`src/rtl/key_addr_input_if.sv`:
```
// Button inputs, browse enable and address/strobe outputs of the debug address selector.
interface key_addr_input_if #(
  parameter int unsigned ADDR_W = 10
);
  logic              btn_inc;
  logic              btn_dec;
  logic              btn_go;
  logic              en;
  logic [ADDR_W-1:0] addr;
  logic              go_pulse;
  logic              inc_pulse;
  logic              dec_pulse;
  logic [2:0]        held;

  modport master (
    output btn_inc, btn_dec, btn_go, en,
    input  addr, go_pulse, inc_pulse, dec_pulse, held
  );

  modport slave (
    input  btn_inc, btn_dec, btn_go, en,
    output addr, go_pulse, inc_pulse, dec_pulse, held
  );
endinterface

```
`src/rtl/key_addr_input.sv`:
```
// Debounced push-button front end: synchronizes, debounces and auto-repeats three buttons,
// and steps a browse address for the CPU debug read port.
module key_addr_input #(
  parameter int unsigned DB_CNT  = 250_000,
  parameter int unsigned RPT_CNT = 12_500_000,
  parameter int unsigned ADDR_W  = 10
) (
  input  logic             clk,
  input  logic             rst,
  key_addr_input_if.slave  bus
);

  localparam int unsigned N_BTN    = 3;
  localparam int unsigned DB_W     = (DB_CNT < 2) ? 1 : $clog2(DB_CNT);
  localparam int unsigned DB_LAST  = (DB_CNT < 2) ? 0 : DB_CNT - 1;
  localparam int unsigned RPT_W    = (RPT_CNT < 2) ? 1 : $clog2(RPT_CNT);
  localparam int unsigned RPT_LAST = (RPT_CNT < 2) ? 0 : RPT_CNT - 1;

  localparam logic [1:0] IDLE    = 2'd0;
  localparam logic [1:0] PRESSED = 2'd1;
  localparam logic [1:0] REPEAT  = 2'd2;

  logic [N_BTN-1:0]  raw;
  logic [N_BTN-1:0]  stable;
  logic [N_BTN-1:0]  pulse;
  logic [ADDR_W-1:0] addr_q;

  // bit order {go, dec, inc}
  assign raw = {bus.btn_go, bus.btn_dec, bus.btn_inc};

  for (genvar i = 0; i < N_BTN; i++) begin : g_btn
    // go (index 2) is a one-shot; inc/dec repeat unless RPT_CNT disables it
    localparam bit RPT_EN = (i != 2) && (RPT_CNT >= 2);

    logic             sync1_q;
    logic             sync2_q;
    logic             stable_q;
    logic             stable_nxt;
    logic [DB_W-1:0]  db_q;
    logic [DB_W-1:0]  db_nxt;
    logic [RPT_W-1:0] rpt_q;
    logic [RPT_W-1:0] rpt_nxt;
    logic [1:0]       state_q;
    logic [1:0]       state_nxt;
    logic             pulse_q;
    logic             pulse_nxt;
    logic             rise;
    logic             fall;

    always_ff @(posedge clk or negedge rst) begin
      if (!rst) begin
        sync1_q <= 1'b0;
        sync2_q <= 1'b0;
      end else begin
        sync1_q <= raw[i];
        sync2_q <= sync1_q;
      end
    end

    // stable flips on the edge the mismatch count would reach DB_CNT
    always_comb begin
      stable_nxt = stable_q;
      db_nxt     = '0;
      if (sync2_q != stable_q) begin
        if (db_q == DB_W'(DB_LAST)) begin
          stable_nxt = ~stable_q;
        end else begin
          db_nxt = db_q + DB_W'(1);
        end
      end
    end

    assign rise = ~stable_q & stable_nxt;
    assign fall = stable_q & ~stable_nxt;

    always_comb begin
      state_nxt = state_q;
      rpt_nxt   = '0;
      pulse_nxt = 1'b0;
      case (state_q)
        IDLE: begin
          if (rise) begin
            state_nxt = PRESSED;
            pulse_nxt = 1'b1;
          end
        end
        PRESSED, REPEAT: begin
          if (fall) begin
            state_nxt = IDLE;
          end else if (RPT_EN) begin
            if (rpt_q == RPT_W'(RPT_LAST)) begin
              state_nxt = REPEAT;
              pulse_nxt = 1'b1;
            end else begin
              rpt_nxt = rpt_q + RPT_W'(1);
            end
          end
        end
        default: state_nxt = IDLE;
      endcase
    end

    always_ff @(posedge clk or negedge rst) begin
      if (!rst) begin
        stable_q <= 1'b0;
        db_q     <= '0;
        rpt_q    <= '0;
        state_q  <= IDLE;
        pulse_q  <= 1'b0;
      end else begin
        stable_q <= stable_nxt;
        db_q     <= db_nxt;
        rpt_q    <= rpt_nxt;
        state_q  <= state_nxt;
        pulse_q  <= pulse_nxt;
      end
    end

    assign stable[i] = stable_q;
    assign pulse[i]  = pulse_q;
  end

  // simultaneous inc and dec cancel; leaving browse mode always clears
  always_ff @(posedge clk or negedge rst) begin
    if (!rst) begin
      addr_q <= '0;
    end else if (!bus.en) begin
      addr_q <= '0;
    end else if (pulse[0] && !pulse[1]) begin
      addr_q <= addr_q + ADDR_W'(1);
    end else if (pulse[1] && !pulse[0]) begin
      addr_q <= addr_q - ADDR_W'(1);
    end
  end

  assign bus.addr      = addr_q;
  assign bus.inc_pulse = pulse[0];
  assign bus.dec_pulse = pulse[1];
  assign bus.go_pulse  = pulse[2];
  assign bus.held      = stable;

endmodule
```
`src/flat_wrapper.sv`:
```
// flat-port wrapper written by rule: the top's interface ports become plain ports
module key_addr_input_flat 
#(
  parameter int unsigned DB_CNT  = 250_000,
  parameter int unsigned RPT_CNT = 12_500_000,
  parameter int unsigned ADDR_W  = 10
)
  (clk, rst, bus_btn_inc, bus_btn_dec, bus_btn_go, bus_en, bus_addr, bus_go_pulse, bus_inc_pulse, bus_dec_pulse, bus_held);
  key_addr_input_if #(.ADDR_W(ADDR_W)) bus_i ();
  input  logic clk;
  input  logic rst;
  input wire logic [$bits(bus_i.btn_inc)-1:0] bus_btn_inc;
  input wire logic [$bits(bus_i.btn_dec)-1:0] bus_btn_dec;
  input wire logic [$bits(bus_i.btn_go)-1:0] bus_btn_go;
  input wire logic [$bits(bus_i.en)-1:0] bus_en;
  output wire logic [$bits(bus_i.addr)-1:0] bus_addr;
  output wire logic [$bits(bus_i.go_pulse)-1:0] bus_go_pulse;
  output wire logic [$bits(bus_i.inc_pulse)-1:0] bus_inc_pulse;
  output wire logic [$bits(bus_i.dec_pulse)-1:0] bus_dec_pulse;
  output wire logic [$bits(bus_i.held)-1:0] bus_held;
  assign bus_i.btn_inc = bus_btn_inc;
  assign bus_i.btn_dec = bus_btn_dec;
  assign bus_i.btn_go = bus_btn_go;
  assign bus_i.en = bus_en;
  assign bus_addr = bus_i.addr;
  assign bus_go_pulse = bus_i.go_pulse;
  assign bus_inc_pulse = bus_i.inc_pulse;
  assign bus_dec_pulse = bus_i.dec_pulse;
  assign bus_held = bus_i.held;
  key_addr_input #(.DB_CNT(DB_CNT), .RPT_CNT(RPT_CNT), .ADDR_W(ADDR_W)) u_core (.clk(clk), .rst(rst), .bus(bus_i));
endmodule
```
`config.mk`:
```
export PLATFORM = sky130hd
export DESIGN_NAME = key_addr_input_flat
export DESIGN_NICKNAME = d
export VERILOG_FILES = /design/src/rtl/key_addr_input_if.sv /design/src/rtl/key_addr_input.sv /design/src/flat_wrapper.sv
export SDC_FILE = /design/constraint.sdc
export NUM_CORES = 1
export LEC_CHECK = 0
export CORE_MARGIN = 2
export CORE_UTILIZATION = 61
export CTS_CLUSTER_DIAMETER = 40
export DETAILED_ROUTE_END_ITERATION = 12
export GPL_ROUTABILITY_DRIVEN = 0
export PLACE_DENSITY = 0.79
export SETUP_SLACK_MARGIN = 0.5
export SLEW_MARGIN = 30
export SYNTH_ARGS = -nofsm -noshare
export SYNTH_HDL_FRONTEND = slang
export SYNTH_SLANG_ARGS = --single-unit
```
`constraint.sdc`:
```
create_clock -name clk -period 2.8 [get_ports clk]
set_input_delay 0.84 -clock clk [delete_from_list [all_inputs] [get_ports clk]]
set_output_delay 0.84 -clock clk [all_outputs]
set_load 0.01 [all_outputs]
```
==> metrics.cfg, run 1 <==
[status]
status=complete, no violations

[floorplan]
ios=22
core_area_um2=10400
dieArea_um2=11700
num_rows=37
die_height_um=108
start_util_pct=63.3
dieWidth_um=108

[power]
netSwitchingFraction_pct=24.1
p_switching_mw=1.06
clkPwrFrac_pct=43.0
comb_power_share_pct=12.1
p_total_mw=4.38
cellPowerDensity_nw_per_um2=571
ir_drop_mv=0.641
power_frac_seq_pct=44.8
internal-power_mw=3.32
p_leak_nw=3.26

[clock_tree]
cts_sinks=129
ctsHoldBuffers=0
cts.path.max_buffers=2
htreeDepth=4
cts_root_buf=clkbuf_8
cts_tree=done
clk_pin_slew_worst_paths_ns=0.06
clk-insertion-delay-late_ns=0.52
cts_buffers=17

[timing]
fin_setup_tns_ns=0
skew_ns=0.00715
layout_setup_ws_ns=0.486
relSlewSlack_pct=49.2
min_period_ns=2.31
worst-slew-pin-transition_ns=0.755
timing.final.crit_share_pct=82.7
clock.fmax_mhz=432
whs_ns=0.308
rsz0062_at_grt=yes
setup_viol=0
slew_violations=0
hold_violations=0

[route]
avgRoutedWirePerCell_um=14.8
drc=0
num_vias=4896
firstDrtPassIters=5
drt-vias-per-instance=5.69
wl_um=12700
first_iter_violations=323
ant_nets=0

[place]
place_ws_ns=0.324
place_area_um2=6940
dp_hpwl_um=8190
place_inst=819
port_buffers=21

[logic_synthesis]
ys_seq_area_share_pct=48.9
netlist.area_leader.share_pct=48.9
synth_area_leaders=dfrtp_1 49%, xor2_1 8.0%, nor2_1 7.1%
syn_nets=699
netlist_area_um2=6600
ys_warn_count=0
ys_seq_elements=129
postSynthAreaPerCell_um2=9.77
synthFlopType=dfrtp_1
yosys.area.top_type=dfrtp_1
synth_edf_count=0
syn_inst=675
yosysUniqueCellTypes=50
synth_async_sr_flop_share_pct=100

[worst_hold_path]
min_path_type=primary input to async pin

[global_routing]
track_usage_pct=23.6
grt_max_degree=45
grt_pass1_vias=4839
grt-ovfl-total=0
antenna_found_initial=0
grt_pass1_wl_um=21700

[layout]
antenna_cells=0
drive_gt1_share_pct=10.1
final_cell_area_um2=7670
area_delta_synth_final_pct=16.2
layout_common_cells=124 x dfrtp_1, 115 x nor2_1, 60 x xor2_1, 50 x nand2_1, 40 x xnor2_1
layout_commonest_cell=dfrtp_1
fillers=738
final_util_pct=73.6
fin_cells=860
nets=740

[setup_path]
critical_path_class=register to register
crit_path_end_kind=register
crit_chain=or4b_1, or4_4, o31ai_4, or2_4, clkbuf_16, nor2_4
crit_fanout=6
worstSetupStartpointType=register
timing.rr.end=u_core.g_btn[1].rpt_q[8]$_DFF_PN0_
slowest_delay_ns=0.53
crit_slowest_cell=or4_4
critical_path_required_ns=3.21
r2r_setup_slack_ns=0.49
crit_buf_inv=1
critPathTopFamily=simple AND/OR/NAND/NOR gates
worst-endpoint-arrival_ns=2.72
rr_startpoint=u_core.g_btn[1].db_q[11]$_DFF_PN0_
worst-r2r-cell-count=6

[job]
max-cap-violations=0

## cell usage after synthesis, drive strengths merged, types with 2 or more instances
library cell    n
a211oi          5
a21oi           8
o21bai          2
and4           13
xnor2          40
o21ai          15
inv            19
and3           14
nor2b           2
mux2i           2
a21o            3
nand3          39
nor4b           6
nand3b          2
nand4          25
or2             4
buf            14
o31ai          12
a31oi           2
o2bb2ai         3
ha             17
clkbuf          5
or4             3
nor3           14
nor2          125
nand2b         10
dfrtp         129
xor2           60
and2            2
or3             3
nand2          50
nor4bb          2
nor4           11
or4b            2
o211ai          2
mux2            2
## power by group through the flow
stage	Clock (mW)	Sequential, mW	Combinational (mW)
2_1_floorplan	0	2.00	0.333
3_3_place_gp	0	1.99	0.509
3_5_place_dp	0	2.00	0.536
4_1_cts	1.92	1.96	0.527
5_1_grt	2.01	1.97	0.592
6_report	1.88	1.96	0.532
## final cells by class
class,count,area (µm²),area share [%]
Multi-Input combinational cell,508,3260,42.6
Tap cell,136,170,2.22
Inverter,19,71.3,0.930
Clock buffer,27,502,6.54
Sequential cell,129,3230,42.2
Timing Repair Buffer,41,427,5.56
## cells by family (layout without fill, tap and decap cells)
group | after synthesis | after routing | synth area share, %
AND/OR/NAND/NOR | 329 | 329 | 24.7
flip-flops | 129 | 129 | 48.9
XOR/XNOR | 100 | 100 | 13.3
AO/OA/AOI/OAI | 57 | 57 | 5.95
buffers and inverters | 38 | 87 | 2.94
adder cells (fa/ha/maj) | 18 | 18 | 3.53
multiplexers | 4 | 4 | 0.645
## sequential cells by signal, indices dropped and copies added (netlist names), 3 cells and up
signal and flops:
u_core.g_btn.stable_q 3, u_core.g_btn.state_q 5, u_core.g_btn.sync1_q 3, u_core.g_btn.db_q 54
u_core.g_btn.rpt_q 48, u_core.bus.addr 10, u_core.g_btn.sync2_q 3
## worst reg2reg max path, stage by stage (launching register included)
cell       delay (ns)
dfrtp_2          0.42
or4b_1           0.51
or4_4            0.53
o31ai_4          0.26
or2_4            0.25
clkbuf_16        0.20
nor2_4           0.04
## repair_timing
item,4_1_cts,5_1_grt
endpoints found under the setup margin,54,57
gates resized for setup,20,26
buffers inserted,2,9
hold endpoints to repair,0,0
cloned,0,3
pin swaps,0,7
## how the worst max path moves through the flow
| stage | startpoint | endpoint | slack, ns | depth (start not counted) |
|---|---|---|---|---|
| 4_1_cts | u_core.bus.addr[2]$_DFFE_PN0P_ | bus_addr[2] | 0.50 | 1 |
| 6_report | u_core.g_btn[1].db_q[11]$_DFF_PN0_ | u_core.g_btn[1].rpt_q[8]$_DFF_PN0_ | 0.49 | 6 |
| 2_1_floorplan | u_core.bus.dec_pulse$_DFF_PN0_ | u_core.bus.addr[8]$_DFFE_PN0P_ | 0.60 | 7 |
| 3_3_place_gp | u_core.g_btn[1].db_q[6]$_DFF_PN0_ | u_core.g_btn[1].db_q[15]$_DFF_PN0_ | 0.42 | 5 |
| 5_1_grt | u_core.g_btn[1].db_q[11]$_DFF_PN0_ | u_core.g_btn[1].rpt_q[8]$_DFF_PN0_ | 0.45 | 6 |
| 3_5_place_dp | u_core.g_btn[1].db_q[6]$_DFF_PN0_ | u_core.g_btn[1].db_q[15]$_DFF_PN0_ | 0.32 | 5 |
## layer usage
layer | wire [µm] | global-route usage [%] | part of all wire [%] | up-vias
met5 | 0 | 0 | 0 | -
met4 | 144 | 8.06 | 1.1 | 0
li1 | - | - | - | 2413
met2 | 6070 | 37.2 | 48 | 100
met3 | 550 | 7.72 | 4.3 | 12
met1 | 5940 | 30.9 | 47 | 2371
No activity file was read; power rests on OpenSTA's default activity.
==> inputs of run 2 (changes only) <==
--- a/config.mk
+++ b/config.mk
@@ -6,11 +6,11 @@
 export NUM_CORES = 1
 export LEC_CHECK = 0
 export CORE_MARGIN = 2
-export CORE_UTILIZATION = 61
+export CORE_UTILIZATION = 56
 export CTS_CLUSTER_DIAMETER = 40
 export DETAILED_ROUTE_END_ITERATION = 12
 export GPL_ROUTABILITY_DRIVEN = 0
-export PLACE_DENSITY = 0.79
+export PLACE_DENSITY = 0.77
 export SETUP_SLACK_MARGIN = 0.5
 export SLEW_MARGIN = 30
 export SYNTH_ARGS = -nofsm -noshare
==> constraint.sdc (replaced) <==
create_clock -name clk -period 2.1 [get_ports clk]
set_input_delay 0.63 -clock clk [delete_from_list [all_inputs] [get_ports clk]]
set_output_delay 0.63 -clock clk [all_outputs]
set_load 0.01 [all_outputs]
==> run 2 against run 1 <==
  * The run now ends with setup timing left
  * Global-route usage is 1.4 points higher
  * Clock skew is 0.0038 ns higher
  * Cell count is 9.9% higher
  * Critical endpoint is now u_core.g_btn[1].rpt_q[19]$_DFF_PN0_
  * Highest routed layer unchanged
==> metrics.cfg, run 2 (synthesized netlist as in run 1, its figures left out) <==
[setup_path]
worst-r2r-cell-count=6
crit_slowest_cell=or4_4
critical_path_class=register to register
critical_path_required_ns=2.40
slowest_delay_ns=0.55
crit_fanout=7
worstSetupStartpointType=register
worst-endpoint-arrival_ns=2.45
r2r_setup_slack_ns=-0.05
crit_path_end_kind=register
crit_chain=or4_1, or4_4, o31ai_4, or2_4, buf_6, nor2_1

[clock_tree]
cts_tree=done
cts_sinks=129
cts_buffers=17
cts_root_buf=clkbuf_16
clk_pin_slew_worst_paths_ns=0.05
htreeDepth=4
clk-insertion-delay-late_ns=0.42
cts.path.max_buffers=2
ctsHoldBuffers=0

[status]
failed_checks=setup timing
status=finished, violations left

[timing]
layout_setup_ws_ns=-0.0524
relSlewSlack_pct=66.0
skew_ns=0.0110
slew_violations=0
clock.fmax_mhz=465
fin_setup_tns_ns=-0.855
hold_violations=0
worst-slew-pin-transition_ns=0.505
setup_viol=27
timing.final.crit_share_pct=102
min_period_ns=2.15
rsz0062_at_grt=yes

[floorplan]
dieWidth_um=113
core_area_um2=11500
ios=22
die_height_um=113
start_util_pct=57.5
num_rows=39
dieArea_um2=12700

[global_routing]
grt-ovfl-total=0
grt_pass1_wl_um=25700
grt_max_degree=51
track_usage_pct=25.0
grt_pass1_vias=5427
antenna_found_initial=0

[layout]
seq_area_um2=3240
final_util_pct=78.4
area_delta_synth_final_pct=36.3
multi_input_area_um2=3980
fillers=678
antenna_cells=0
layout_common_cells=122 x dfrtp_1, 84 x nor2_1, 60 x xor2_1, 60 x buf_4, 46 x nand2_1
regMostFlops=u_core.g_btn.db_q
largest_reg_flops=54
nets=813
layout_commonest_cell=dfrtp_1
drive_gt1_share_pct=33.0

[route]
drc=0
wl_um=17600
avgRoutedWirePerCell_um=18.6
firstDrtPassIters=5
num_vias=5566
drt-vias-per-instance=5.89
ant_nets=0
first_iter_violations=374

[power]
ir_drop_mv=0.769
cellPowerDensity_nw_per_um2=747
p_leak_nw=3.76

[worst_hold_path]
min_path_type=primary input to async pin

[place]
port_buffers=21
place_ws_ns=-0.0518
dp_hpwl_um=8870

[job]
max-cap-violations=0

-- run 2: cell count changes in the layout (fill, tap and decap cells not counted), moves of 8 or more --
cell / previous run / this run
ha_1: 17 / 6
ha_4: 0 / 8
o21ai_0: 14 / 5
nor2_2: 5 / 29
nor4_1: 10 / 2
buf_4: 15 / 60
buf_2: 0 / 11
dlygate4sd2_1: 12 / 0
nor2_1: 115 / 84
buf_6: 1 / 27
-- run 2: where the power goes --
part           switching, mW  internal [mW]  total [mW]  leakage [nW]
Combinational          0.635          0.562        1.20          1.71
Sequential            0.0680           2.56        2.62          1.76
Clock                   1.07           1.83        2.90         0.286
-- run 2: through the flow --
stage | hold WS, ns | instance area, µm² | instances | total power, mW
2_1_floorplan | 0.331 | 6800 | 675 | 3.17
3_3_place_gp | 0.339 | 7260 | 846 | 3.42
3_5_place_dp | 0.347 | 7260 | 846 | 3.45
4_1_cts | 0.139 | 8370 | 918 | 6.49
5_1_grt | 0.146 | 8990 | 945 | 6.96
6_report | 0.134 | 8990 | 945 | 6.72
-- run 2: final timing paths --
check / end / startpoint
worst max-delay path: u_core.g_btn[1].rpt_q[19]$_DFF_PN0_ / u_core.g_btn[1].db_q[4]$_DFF_PN0_
worst min-delay path: u_core.g_btn[1].db_q[5]$_DFF_PN0_ / rst
worst max register to register: u_core.g_btn[1].rpt_q[19]$_DFF_PN0_ / u_core.g_btn[1].db_q[4]$_DFF_PN0_
worst min register to register: u_core.g_btn[1].sync2_q$_DFF_PN0_ / u_core.g_btn[1].sync1_q$_DFF_PN0_
max in group asynchronous: u_core.bus.dec_pulse$_DFF_PN0_ / rst
min in group clk: u_core.g_btn[1].sync2_q$_DFF_PN0_ / u_core.g_btn[1].sync1_q$_DFF_PN0_
-- run 2: worst max-delay path: cells and delay by family (launching register included) --
kind,cells,cell delay [ns]
AND/OR/NAND/NOR,4,1.33
AO/OA/AOI/OAI,1,0.20
flip-flops,1,0.37
buffers and inverters,1,0.15
-- run 2: layout make-up --
type | instances | area share, %
clock inverter | 10 | 1.21
sequential | 129 | 36.0
multi-input combinational | 515 | 44.2
tap | 143 | 1.99
clock buffer | 22 | 5.27
timing repair buffer | 107 | 10.5
inverter | 19 | 0.793
-- run 2: what timing repair did --
item	in CTS	in global routing
pin swaps	46	49
setup endpoints to repair	116	132
gates cloned	6	4
gates resized for setup	131	103
buffers inserted	34	23
-- run 2: layer usage --
layer	wire length (µm)	global-route usage, %	up-vias
li1	-	-	2578
met1	7310	31.9	2782
met2	9050	42.8	160
met3	712	6.10	46
met4	516	6.91	0
met5	0	0	-
==> inputs of run 3 (changes only) <==
--- a/config.mk
+++ b/config.mk
@@ -10,6 +10,7 @@
 export CTS_CLUSTER_DIAMETER = 40
 export DETAILED_ROUTE_END_ITERATION = 12
 export GPL_ROUTABILITY_DRIVEN = 0
+export MAX_ROUTING_LAYER = met4
 export PLACE_DENSITY = 0.77
 export SETUP_SLACK_MARGIN = 0.5
 export SLEW_MARGIN = 30
==> run 3 against run 2 <==
  * The flow still finishes with violations (setup timing)
  * Power hardly changed
  * Sequential cell count stayed put
  * Hold slack better by 0.00063 ns
  * Critical path depth stayed put
  * Wire length is 0.34% higher
  * First-iteration DRC count is 5.9% lower
  * Fmax is 0.18% lower
  * Setup slack worse by 0.0038 ns
  * Register-to-register slack hardly changed
  * Critical endpoint unchanged
  * Via count is 0.79% higher
  * Utilization stayed put
  * Global-route usage is 0.80 points higher
  * Largest power group unchanged
==> metrics.cfg, run 3 (synthesized netlist as in run 1, its figures left out) <==
[timing]
setup_viol=28
relSlewSlack_pct=66.2
layout_setup_ws_ns=-0.0562
hold_violations=0
timing.final.crit_share_pct=103
worst-slew-pin-transition_ns=0.503
slew_violations=0
min_period_ns=2.16
clock.fmax_mhz=464
rsz0062_at_grt=yes
skew_ns=0.00945

[route]
drt-vias-per-instance=5.94
drc=0
avgRoutedWirePerCell_um=18.7
wl_um=17600
ant_nets=0
firstDrtPassIters=7
first_iter_violations=352
num_vias=5610

[clock_tree]
htreeDepth=4
cts_tree=done
ctsHoldBuffers=0
cts_root_buf=clkbuf_16
clk_pin_slew_worst_paths_ns=0.05
clk-insertion-delay-late_ns=0.42
cts.path.max_buffers=2
cts_buffers=17
cts_sinks=129

[layout]
antenna_cells=0
layout_commonest_cell=dfrtp_1
layout_common_cells=122 x dfrtp_1, 84 x nor2_1, 60 x xor2_1, 60 x buf_4, 46 x nand2_1
area_delta_synth_final_pct=36.3
nets=813
drive_gt1_share_pct=33.0
regMostFlops=u_core.g_btn.db_q
largest_reg_flops=54
final_util_pct=78.4
final_cell_area_um2=8990
fin_cells=945

[power]
ir_drop_mv=0.759
cellPowerDensity_nw_per_um2=747
p_leak_nw=3.76

[setup_path]
worst-endpoint-arrival_ns=2.45
critical_path_class=register to register
worstSetupStartpointType=register
crit_buf_inv=1
crit_fanout=7
crit_slowest_cell=or4_4
slowest_delay_ns=0.55
critical_path_required_ns=2.40
crit_path_end_kind=register
crit_chain=or4_1, or4_4, o31ai_4, or2_4, buf_6, nor2_1
critPathTopFamily=simple AND/OR/NAND/NOR gates

[floorplan]
dieArea_um2=12700
ios=22
num_rows=39
die_height_um=113
start_util_pct=57.5
core_area_um2=11500
dieWidth_um=113

[place]
dp_hpwl_um=8870
port_buffers=21
place_inst=846
place_area_um2=7260
place_ws_ns=-0.0518

[job]
max-cap-violations=0

[global_routing]
antenna_found_initial=0
track_usage_pct=25.8
grt_pass1_wl_um=25700
grt_pass1_vias=5429
grt-ovfl-total=0
grt_max_degree=51

[worst_hold_path]
min_path_type=primary input to async pin

[status]
status=finished, violations left
failed_checks=setup timing

## run 3: cell counts in the layout (fill, tap and decap cells not counted)
Identical to the previous run, type by type.
## run 3: worst reg2reg max path, cell delays in order (launching register included)
cell,delay (ns)
dfrtp_1,0.37
or4_1,0.53
or4_4,0.55
o31ai_4,0.20
or2_4,0.20
buf_6,0.15
nor2_1,0.05
## run 3: what timing repair did
action / in CTS / in global routing
pin swaps: 46 / 49
gates resized for setup: 131 / 103
gates cloned: 6 / 4
setup endpoints to repair: 116 / 133
buffers inserted: 34 / 23
## run 3: worst paths after layout
path                                                        start                             endpoint  slack (ns)  cells after the start
worst min register to register  u_core.g_btn[1].sync1_q$_DFF_PN0_    u_core.g_btn[1].sync2_q$_DFF_PN0_        0.35                      0
worst max-delay path            u_core.g_btn[1].db_q[4]$_DFF_PN0_  u_core.g_btn[1].rpt_q[19]$_DFF_PN0_       -0.06                      6
min in group clk                u_core.g_btn[1].sync1_q$_DFF_PN0_    u_core.g_btn[1].sync2_q$_DFF_PN0_        0.35                      0
max in group asynchronous                                     rst       u_core.bus.addr[0]$_DFFE_PN0P_        1.35                      2
worst min-delay path                                          rst    u_core.g_btn[1].db_q[5]$_DFF_PN0_        0.13                      1
worst max register to register  u_core.g_btn[1].db_q[4]$_DFF_PN0_  u_core.g_btn[1].rpt_q[19]$_DFF_PN0_       -0.06                      6
## run 3: area by class of cell
| class | count | area, µm² |
|---|---|---|
| multi-input combinational | 515 | 3980 |
| sequential | 129 | 3240 |
| fill | 678 | 2480 |
| timing repair buffer | 107 | 945 |
| clock buffer | 22 | 474 |
| tap | 143 | 179 |
| clock inverter | 10 | 109 |
| inverter | 19 | 71.3 |
## run 3: per-layer routing
metal | part of all wire (%) | track usage, % | vias to the layer above
li1 | - | - | 2579
met1 | 41 | 31.9 | 2809
met2 | 51 | 42.8 | 184
met3 | 4.4 | 6.26 | 38
met4 | 2.8 | 6.91 | 0
met5 | 0 | - | -
## run 3: through the flow
| step | setup TNS [ns] | hold slack [ns] | power [mW] |
|---|---|---|---|
| 4_1_cts | -0.404 | 0.139 | 6.49 |
| 6_report | -0.946 | 0.134 | 6.71 |
| 2_1_floorplan | -0.578 | 0.331 | 3.17 |
| 5_1_grt | -4.45 | 0.145 | 6.96 |
| 3_5_place_dp | -0.773 | 0.347 | 3.45 |
| 3_3_place_gp | -0.00438 | 0.339 | 3.42 |
## run 3: power breakdown
part	internal (mW)	switching, mW
Clock	1.83	1.06
Sequential	2.56	0.0687
Combinational	0.562	0.639
